`config.mk`:
```
export PLATFORM = sky130hd
export DESIGN_NAME = load_store_unit
export DESIGN_NICKNAME = d
export VERILOG_FILES = /design/src/rtl/load_store_unit.sv
export SDC_FILE = /design/constraint.sdc
export NUM_CORES = 1
export LEC_CHECK = 0
export ABC_CLOCK_PERIOD_IN_PS = 2000
export BUFFER_PORTS_ARGS = -buffer_cell sky130_fd_sc_hd__buf_2
export CORE_ASPECT_RATIO = 0.8
export CORE_MARGIN = 2
export CORE_UTILIZATION = 50
export DETAILED_ROUTE_END_ITERATION = 12
export PLACE_DENSITY = 0.88
export REMOVE_ABC_BUFFERS = 1
export SLEW_MARGIN = 20
export SYNTH_ARGS = -nofsm -noshare
export SYNTH_HDL_FRONTEND = slang
export SYNTH_SLANG_ARGS = --single-unit
```
`constraint.sdc`:
```
create_clock -name clk -period 2 [get_ports clk]
set_input_delay 0.3 -clock clk [delete_from_list [all_inputs] [get_ports clk]]
set_output_delay 0.3 -clock clk [all_outputs]
set_load 0.01 [all_outputs]
```
`src/rtl/load_store_unit.sv`:
```
// rtl/load_store_unit.sv - byte/halfword load-store sequencer in front of a 128x8 sync-read memory
module load_store_unit #(
    parameter int ADDR_W = 7
) (
    input  logic              clk,
    input  logic              rst_n,
    input  logic              reqValid,
    output logic              reqReady,
    input  logic              reqWrite,
    input  logic              reqWord,
    input  logic              reqSigned,
    input  logic [ADDR_W-1:0] reqAddr,
    input  logic [15:0]       reqWData,
    output logic              respValid,
    input  logic              respReady,
    output logic [15:0]       respRData,
    output logic              memRead,
    output logic              memWrite,
    output logic [ADDR_W-1:0] lineNumber,
    output logic [7:0]        memIn,
    input  logic [7:0]        memOut
);

    localparam logic [2:0] S_IDLE  = 3'd0;
    localparam logic [2:0] S_BEAT0 = 3'd1;
    localparam logic [2:0] S_BEAT1 = 3'd2;
    localparam logic [2:0] S_LAST  = 3'd3;
    localparam logic [2:0] S_RESP  = 3'd4;

    logic [2:0]        r_state;
    logic              r_write;
    logic              r_word;
    logic              r_signed;
    logic [ADDR_W-1:0] r_addr;
    logic [15:0]       r_wdata;
    logic [15:0]       r_rdata;

    logic              w_beat;
    logic [ADDR_W-1:0] w_addr_hi;

    always_ff @(posedge clk or negedge rst_n) begin
        if (!rst_n) begin
            r_state  <= S_IDLE;
            r_write  <= 1'b0;
            r_word   <= 1'b0;
            r_signed <= 1'b0;
            r_addr   <= '0;
            r_wdata  <= 16'h0000;
            r_rdata  <= 16'h0000;
        end else begin
            case (r_state)
                S_IDLE: begin
                    if (reqValid) begin
                        r_write  <= reqWrite;
                        r_word   <= reqWord;
                        r_signed <= reqSigned;
                        r_addr   <= reqAddr;
                        r_wdata  <= reqWData;
                        r_rdata  <= 16'h0000;
                        r_state  <= S_BEAT0;
                    end
                end
                S_BEAT0: begin
                    if (r_word)       r_state <= S_BEAT1;
                    else if (r_write) r_state <= S_RESP;
                    else              r_state <= S_LAST;
                end
                S_BEAT1: begin
                    // memOut here carries the low byte requested in BEAT0
                    if (!r_write) r_rdata[7:0] <= memOut;
                    r_state <= r_write ? S_RESP : S_LAST;
                end
                S_LAST: begin
                    if (r_word) r_rdata[15:8] <= memOut;
                    else        r_rdata <= {(r_signed ? {8{memOut[7]}} : 8'h00), memOut};
                    r_state <= S_RESP;
                end
                S_RESP: begin
                    if (respReady) r_state <= S_IDLE;
                end
                default: r_state <= S_IDLE;
            endcase
        end
    end

    assign w_beat    = (r_state == S_BEAT0) || (r_state == S_BEAT1);
    assign w_addr_hi = r_addr + {{(ADDR_W-1){1'b0}}, 1'b1};

    assign reqReady  = (r_state == S_IDLE);
    assign respValid = (r_state == S_RESP);
    assign respRData = r_rdata;
    assign memWrite  = w_beat && r_write;
    assign memRead   = w_beat && !r_write;

    always_comb begin
        lineNumber = '0;
        memIn      = 8'h00;
        if (r_state == S_BEAT0) begin
            lineNumber = r_addr;
            memIn      = r_wdata[7:0];
        end else if (r_state == S_BEAT1) begin
            lineNumber = w_addr_hi;
            memIn      = r_wdata[15:8];
        end
    end

endmodule

```
==> impl_metrics.toml, run 1 <==
[sta]
setup_viol = 2
post_route_worst_setup_slack_ns = -0.0268
min_period_ns = 2.03
worst_slew_pin_slew_ns = 0.658
rsz0062_at_grt = "yes"
finalClockSkew_ns = 0.00743
final-hold-violation-count = 0
final_period_util = 1.01
max_freq_mhz = 493
max_transition_margin = 0.561
final_max_slew_viol_count = 0

[critical_path]
reg2regPathDepth = 5
worst_path_max_delay_cell = "sky130_fd_sc_hd__or3b_4"
startpoint = "r_state[2]$_DFFE_PN0P_"
worstSetupPathDepth = 4
crit_path_max_fanout = 5
crit_path_cell_trace = "or3b_4 -> or4_4 -> nand3_2 -> buf_6"
critical-path-max-stage-delay_ns = 0.43
worst_ep_required_time_ns = 1.70
worstSetupPathType = "reg2out"
timing.critical_path.to = "lineNumber[5]"
timing.critical_path.from_type = "flip-flop"
setup.reg_to_reg.worst_slack_ns = 0.24
timing.critical_path.to_type = "output port"
cpLargestDelayFamily = "simple AND/OR/NAND/NOR gates"
worst_r2r_endpoint = "r_addr[0]$_DFFE_PN0P_"
worst_ep_arrival_time_ns = 1.73
critPathBufInv = 1
worstReg2RegStart = "r_state[1]$_DFFE_PN0P_"

[routing]
drtPass1Iterations = 4
remaining_drc_errors = 0
avgViaCountPerCell = 5.36
routed_wire_length_per_instance_um = 15.0
drt.antenna.violating_nets = 0
totalWireLength_um = 5070
drt-initial-drc-count = 108
number_of_vias_in_the_routed_layout = 1806

[layout]
n_antenna_cell = 0
layout.nets = 318
drive_above_1_share = 0.479
final_design_area_no_fill_um2 = 2900
layout.filler_cells = 329
layout.cells.most_common = "sky130_fd_sc_hd__buf_2"
synthToLayoutAreaGrowth_pct = 32.0
layout.cells.most_common_list = "70 x sky130_fd_sc_hd__buf_2, 45 x sky130_fd_sc_hd__dfrtp_1, 24 x sky130_fd_sc_hd__mux2_2"
utilization = 0.690

[global_routing]
grt-ovfl-total = 0
first_global_vias = 1714
global_route_wire_length_before_repair_um = 7940
grt.total_usage = 0.207
initial_antenna_violation_count = 0
grt_max_degree = 32

[clocking]
htree_num_levels = 2
numCtsBuffers = 5
clock-root-buffer = "sky130_fd_sc_hd__clkbuf_8"
ctsHoldBuffers = 0
clock_tree_from_tritoncts = "built"
number_of_buffers_on_the_longest_clock_path = 2
cts.reportedPaths.clkPinSlew_ns = 0.09
clk_sink_count = 45
clock_latency_ns = 0.30

[die]
ios = 73
die-area_um2 = 4940
die_x_um = 78.1
die_h_um = 63.3
start_util = 0.523
cell_rows = 21
coreArea_um2 = 4200

[power]
pwr_density_cell_nw_per_um2 = 1610
cellLeakagePower_nw = 1.42
vdd_ir_drop_max_mv = 0.953
overall_power_after_layout_mw = 4.66

[place]
hpwl_um = 3590
place_congestion = 0.870
postPlaceCellArea_um2 = 2640
port_bufs = 72

[synthesis]
synthDistinctLibCells = 33
ys_async_sr_fraction = 1.00
synth_area_per_cell_um2 = 11.4
synthesis.yosys.warnings = 0
ys_seq_elements = 45
netlist_instances = 193
count_of_flip_flops_with_a_built_in_enable_after_synthesis = 0
synth.cell_area_um2 = 2200
ys_dominant_reg_cell = "sky130_fd_sc_hd__dfrtp_1"
ys_seq_area_frac = 0.513

[status]
violations = "negative setup slack"
run_status = "complete, but fails checks"

[job]
max-cap-violations = 0

[worst_hold_path]
worst_hold_check_path_type = "in2async"
## stage by stage
step / hold WS [ns] / TNS, ns / setup WS [ns] / std cells
floorplan: 0.00441 / -18.68 / -0.741 / 180
global placement: 0.367 / 0 / 0.229 / 319
detailed placement: 0.373 / 0 / 0.220 / 319
CTS: 0.0423 / -0.0390 / -0.0237 / 331
global route: 0.0672 / -0.315 / -0.0923 / 337
finish: 0.0181 / -0.0501 / -0.0268 / 337
## synthesized netlist by cell type, types with 2 or more instances
master / count / area share
sky130_fd_sc_hd__inv_1: 6 / 0.010
sky130_fd_sc_hd__nor2_1: 3 / 0.0051
sky130_fd_sc_hd__mux2i_1: 2 / 0.0091
sky130_fd_sc_hd__nor2b_1: 3 / 0.0085
sky130_fd_sc_hd__o211ai_1: 10 / 0.034
sky130_fd_sc_hd__nand2_1: 19 / 0.032
sky130_fd_sc_hd__buf_4: 2 / 0.0068
sky130_fd_sc_hd__o2bb2ai_1: 2 / 0.0080
sky130_fd_sc_hd__nor3_1: 3 / 0.0068
sky130_fd_sc_hd__mux2_2: 24 / 0.12
sky130_fd_sc_hd__a21oi_1: 4 / 0.0091
sky130_fd_sc_hd__nor3b_1: 2 / 0.0068
sky130_fd_sc_hd__nor3b_2: 2 / 0.011
sky130_fd_sc_hd__or4_1: 2 / 0.0068
sky130_fd_sc_hd__a22o_1: 16 / 0.064
sky130_fd_sc_hd__or3_1: 2 / 0.0057
sky130_fd_sc_hd__a32oi_1: 8 / 0.032
sky130_fd_sc_hd__clkbuf_1: 3 / 0.0051
sky130_fd_sc_hd__dfrtp_1: 45 / 0.51
sky130_fd_sc_hd__buf_2: 6 / 0.014
sky130_fd_sc_hd__nand2b_1: 7 / 0.020
sky130_fd_sc_hd__nand3_1: 4 / 0.0091
sky130_fd_sc_hd__o21ai_0: 8 / 0.018
## area by class of cell
class / count / area (µm²) / area share
Clock inverter: 3 / 46.3 / 0.0160
Timing Repair Buffer: 92 / 542 / 0.187
Tap cell: 57 / 71.3 / 0.0246
Sequential cell: 45 / 1130 / 0.388
Multi-Input combinational cell: 129 / 1020 / 0.353
Clock buffer: 5 / 68.8 / 0.0237
Inverter: 6 / 22.5 / 0.00777
## sequential cells by signal (all words and copies together), names as in the netlist
signal / flops
r_addr: 7
r_signed: 1
r_state: 3
r_wdata: 16
r_word: 1
r_write: 1
respRData: 16
## routing by layer
metal  part of all wire  up-vias  GRT usage  routed length, µm
li1                   -      892          -                  -
met1               0.45      871      0.274               2290
met2               0.50       38      0.343               2520
met3              0.041        5     0.0544                210
met4             0.0099        0     0.0526                 50
met5                  0        -          0                  0
## where the power goes
group | total [mW] | switching (mW) | internal (mW) | leakage [nW]
Combinational | 2.28 | 1.13 | 1.15 | 0.806
Clock | 0.689 | 0.316 | 0.374 | 0.0543
Sequential | 1.69 | 0.343 | 1.34 | 0.558
Total | 4.66 | 1.79 | 2.87 | 1.42
## timing repair
item / in CTS / in global routing
buffers inserted: 3 / 5
gates resized for setup: 2 / 18
pin swaps: 2 / 5
setup endpoints to repair: 6 / 17
gates cloned: 1 / 1
## cell families (layout without fill, tap and decap cells)
logic type      after synthesis  after routing  synth area share
compound gates               51             51             0.175
simple gates                 51             51             0.132
mux                          26             26             0.132
buf+inv                      19            106            0.0427
flops                        45             45             0.513
fa+ha+maj                     1              1           0.00569
## worst min path at each step
stage,start,to,slack [ns],cells past startpoint
6_report,rst_n,r_addr[5]$_DFFE_PN0P_,0.02,1
5_1_grt,rst_n,r_addr[6]$_DFFE_PN0P_,0.07,1
4_1_cts,rst_n,r_addr[5]$_DFFE_PN0P_,0.04,1
3_5_place_dp,rst_n,r_word$_DFFE_PN0P_,0.37,1
3_3_place_gp,rst_n,r_addr[5]$_DFFE_PN0P_,0.37,1
2_1_floorplan,rst_n,r_addr[0]$_DFFE_PN0P_,0.004,0
(Power assumes the default switching activity.)
==> run 2, diff against run 1 <==
--- a/config.mk
+++ b/config.mk
@@ -7,9 +7,11 @@
 export LEC_CHECK = 0
 export ABC_CLOCK_PERIOD_IN_PS = 2000
 export BUFFER_PORTS_ARGS = -buffer_cell sky130_fd_sc_hd__buf_2
+export CELL_PAD_IN_SITES_DETAIL_PLACEMENT = 0
+export CELL_PAD_IN_SITES_GLOBAL_PLACEMENT = 1
 export CORE_ASPECT_RATIO = 0.8
 export CORE_MARGIN = 2
-export CORE_UTILIZATION = 50
+export CORE_UTILIZATION = 38
 export DETAILED_ROUTE_END_ITERATION = 12
 export PLACE_DENSITY = 0.88
 export REMOVE_ABC_BUFFERS = 1
==> run 2 against run 1 <==
Net effect: the flow finishes with violations (negative hold slack, negative setup slack); setup slack got worse by 0.0038 ns; wire length rose by 2.7%; critical path depth did not move; sequential share of layout area barely moved; via count rose by 0.83%; clock skew fell by 0.0014 ns; count of clock-buffer cells in the layout did not move; cell count rose by 4.5%; maximum frequency fell by 0.19%; largest cell class unchanged.
==> impl_metrics.toml, run 2 (synthesis gave the netlist of run 1 again) <==
[critical_path]
timing.critical_path.to_type = "output port"
crit_path_max_fanout = 5
worstSetupPathType = "reg2out"
timing.critical_path.from_type = "flip-flop"
worst_path_max_delay_cell = "sky130_fd_sc_hd__or4_4"
worst_ep_required_time_ns = 1.70
critical-path-max-stage-delay_ns = 0.43
crit_path_cell_trace = "or3b_4 -> or4_4 -> nand3_2 -> buf_6"
worst_ep_arrival_time_ns = 1.73

[global_routing]
first_global_vias = 1706
globalRouteMet1Util = 0.243
grt.total_usage = 0.168
met2_usage = 0.247
grt_util_met3 = 0.0319
grt-ovfl-total = 0
top_usage_layer = "met2"
global_route_wire_length_before_repair_um = 8330
initial_antenna_violation_count = 0
grt_max_degree = 26

[sta]
post_route_worst_setup_slack_ns = -0.0306
final_period_util = 1.02
max_transition_margin = 0.589
finalClockSkew_ns = 0.00601
min_period_ns = 2.03
final_max_slew_viol_count = 0
max_freq_mhz = 492
worst_slew_pin_slew_ns = 0.617
final-hold-violation-count = 6
worst_hold_slack_ns = -0.00295
rsz0062_at_grt = "yes"
setup_viol = 2

[routing]
drtPass1Iterations = 4
drt-initial-drc-count = 66
routed_wire_length_per_instance_um = 14.8
avgViaCountPerCell = 5.17
drt.antenna.violating_nets = 0
number_of_vias_in_the_routed_layout = 1821
totalWireLength_um = 5210
remaining_drc_errors = 0

[status]
run_status = "complete, but fails checks"
violations = "negative hold slack, negative setup slack"

[layout]
layout.nets = 312
layout.filler_cells = 527
layout.cells.most_common = "sky130_fd_sc_hd__buf_2"
drive_above_1_share = 0.460
synthToLayoutAreaGrowth_pct = 32.1
n_antenna_cell = 0
layout.cells.most_common_list = "71 x sky130_fd_sc_hd__buf_2, 45 x sky130_fd_sc_hd__dfrtp_1, 24 x sky130_fd_sc_hd__mux2_2"
post_layout_nonfiller_instances = 352

[clocking]
clock_tree_from_tritoncts = "built"
number_of_buffers_on_the_longest_clock_path = 2
cts.reportedPaths.clkPinSlew_ns = 0.09
clock-root-buffer = "sky130_fd_sc_hd__clkbuf_8"
htree_num_levels = 2
numCtsBuffers = 5
clk_sink_count = 45
clock_latency_ns = 0.30

[place]
hpwl_um = 3670
place_inst = 340
port_bufs = 72
place_congestion = 0.785

[die]
die_h_um = 72.0
coreArea_um2 = 5530
cell_rows = 24
die_x_um = 89.0
ios = 73
start_util = 0.398
die-area_um2 = 6410

[worst_hold_path]
worst_hold_check_path_type = "in2async"

[job]
max-cap-violations = 0

[power]
pwr_density_cell_nw_per_um2 = 1620
cellLeakagePower_nw = 1.40
vdd_ir_drop_max_mv = 0.650
[run 2: changes by cell type in the layout (fill, tap and decap cells not counted), moves of 2 or more]
cell,delta
sky130_fd_sc_hd__buf_12,+2
sky130_fd_sc_hd__o21ai_1,-2
sky130_fd_sc_hd__buf_4,-5
sky130_fd_sc_hd__buf_6,-3
sky130_fd_sc_hd__o21ai_0,+2
[run 2: power breakdown]
| part | switching [mW] | internal [mW] | leakage (nW) | total, mW |
|---|---|---|---|---|
| sequential | 0.331 | 1.34 | 0.558 | 1.68 |
| combinational | 1.11 | 1.10 | 0.774 | 2.21 |
| clock | 0.319 | 0.496 | 0.0681 | 0.815 |
| total | 1.76 | 2.94 | 1.40 | 4.70 |
[run 2: final cells by class]
| class | instances | area (µm²) | area share |
|---|---|---|---|
| Timing Repair Buffer | 86 | 508 | 0.175 |
| Multi-Input combinational cell | 129 | 1010 | 0.350 |
| Inverter | 6 | 22.5 | 0.00776 |
| Clock buffer | 5 | 68.8 | 0.0237 |
| Sequential cell | 45 | 1130 | 0.388 |
| Tap cell | 78 | 97.6 | 0.0336 |
| Clock inverter | 3 | 65.1 | 0.0224 |
[run 2: critical path: cells and delay by family (launching register included)]
kind | cells | cell delay (ns)
flops | 1 | 0.39
buf+inv | 1 | 0.10
simple gates | 3 | 0.93
[run 2: worst paths after layout]
| check | cells past startpoint | start | to | slack, ns |
|---|---|---|---|---|
| worst max register to register | 4 | r_state[2]$_DFFE_PN0P_ | r_wdata[8]$_DFFE_PN0P_ | 0.36 |
| worst min-delay path | 1 | rst_n | r_wdata[1]$_DFFE_PN0P_ | -0.003 |
| min in group clk | 3 | reqAddr[3] | r_addr[3]$_DFFE_PN0P_ | 0.20 |
| worst min register to register | 1 | respRData[9]$_DFFE_PN0P_ | respRData[9]$_DFFE_PN0P_ | 0.50 |
| worst max-delay path | 4 | r_state[2]$_DFFE_PN0P_ | lineNumber[5] | -0.03 |
| max in group asynchronous | 2 | rst_n | respRData[12]$_DFFE_PN0P_ | 1.47 |
[run 2: layer usage]
metal | up-vias | part of all wire
met3 | 8 | 0.054
met2 | 49 | 0.45
met1 | 890 | 0.48
met5 | - | 0
met4 | 0 | 0.017
li1 | 874 | -
[run 2: what timing repair did]
action                     in CTS  in global routing
buffers inserted                0                  1
resized for setup               2                 13
pin swaps                       2                  4
hold buffers                    0                  0
setup endpoints to repair       5                  8
cloned                          0                  3
[run 2: metrics by stage]
step	TNS (ns)	utilization	power, mW	area, µm²	setup WS [ns]
after floorplan	-18.68	-	2.93	2130	-0.741
after global placement	0	0.487	3.72	2690	0.227
after detailed placement	0	0.487	3.77	2690	0.213
after CTS	-0.0933	0.513	4.60	2830	-0.0468
after global routing	-0.294	0.525	5.06	2900	-0.0771
final	-0.0573	0.525	4.70	2900	-0.0306
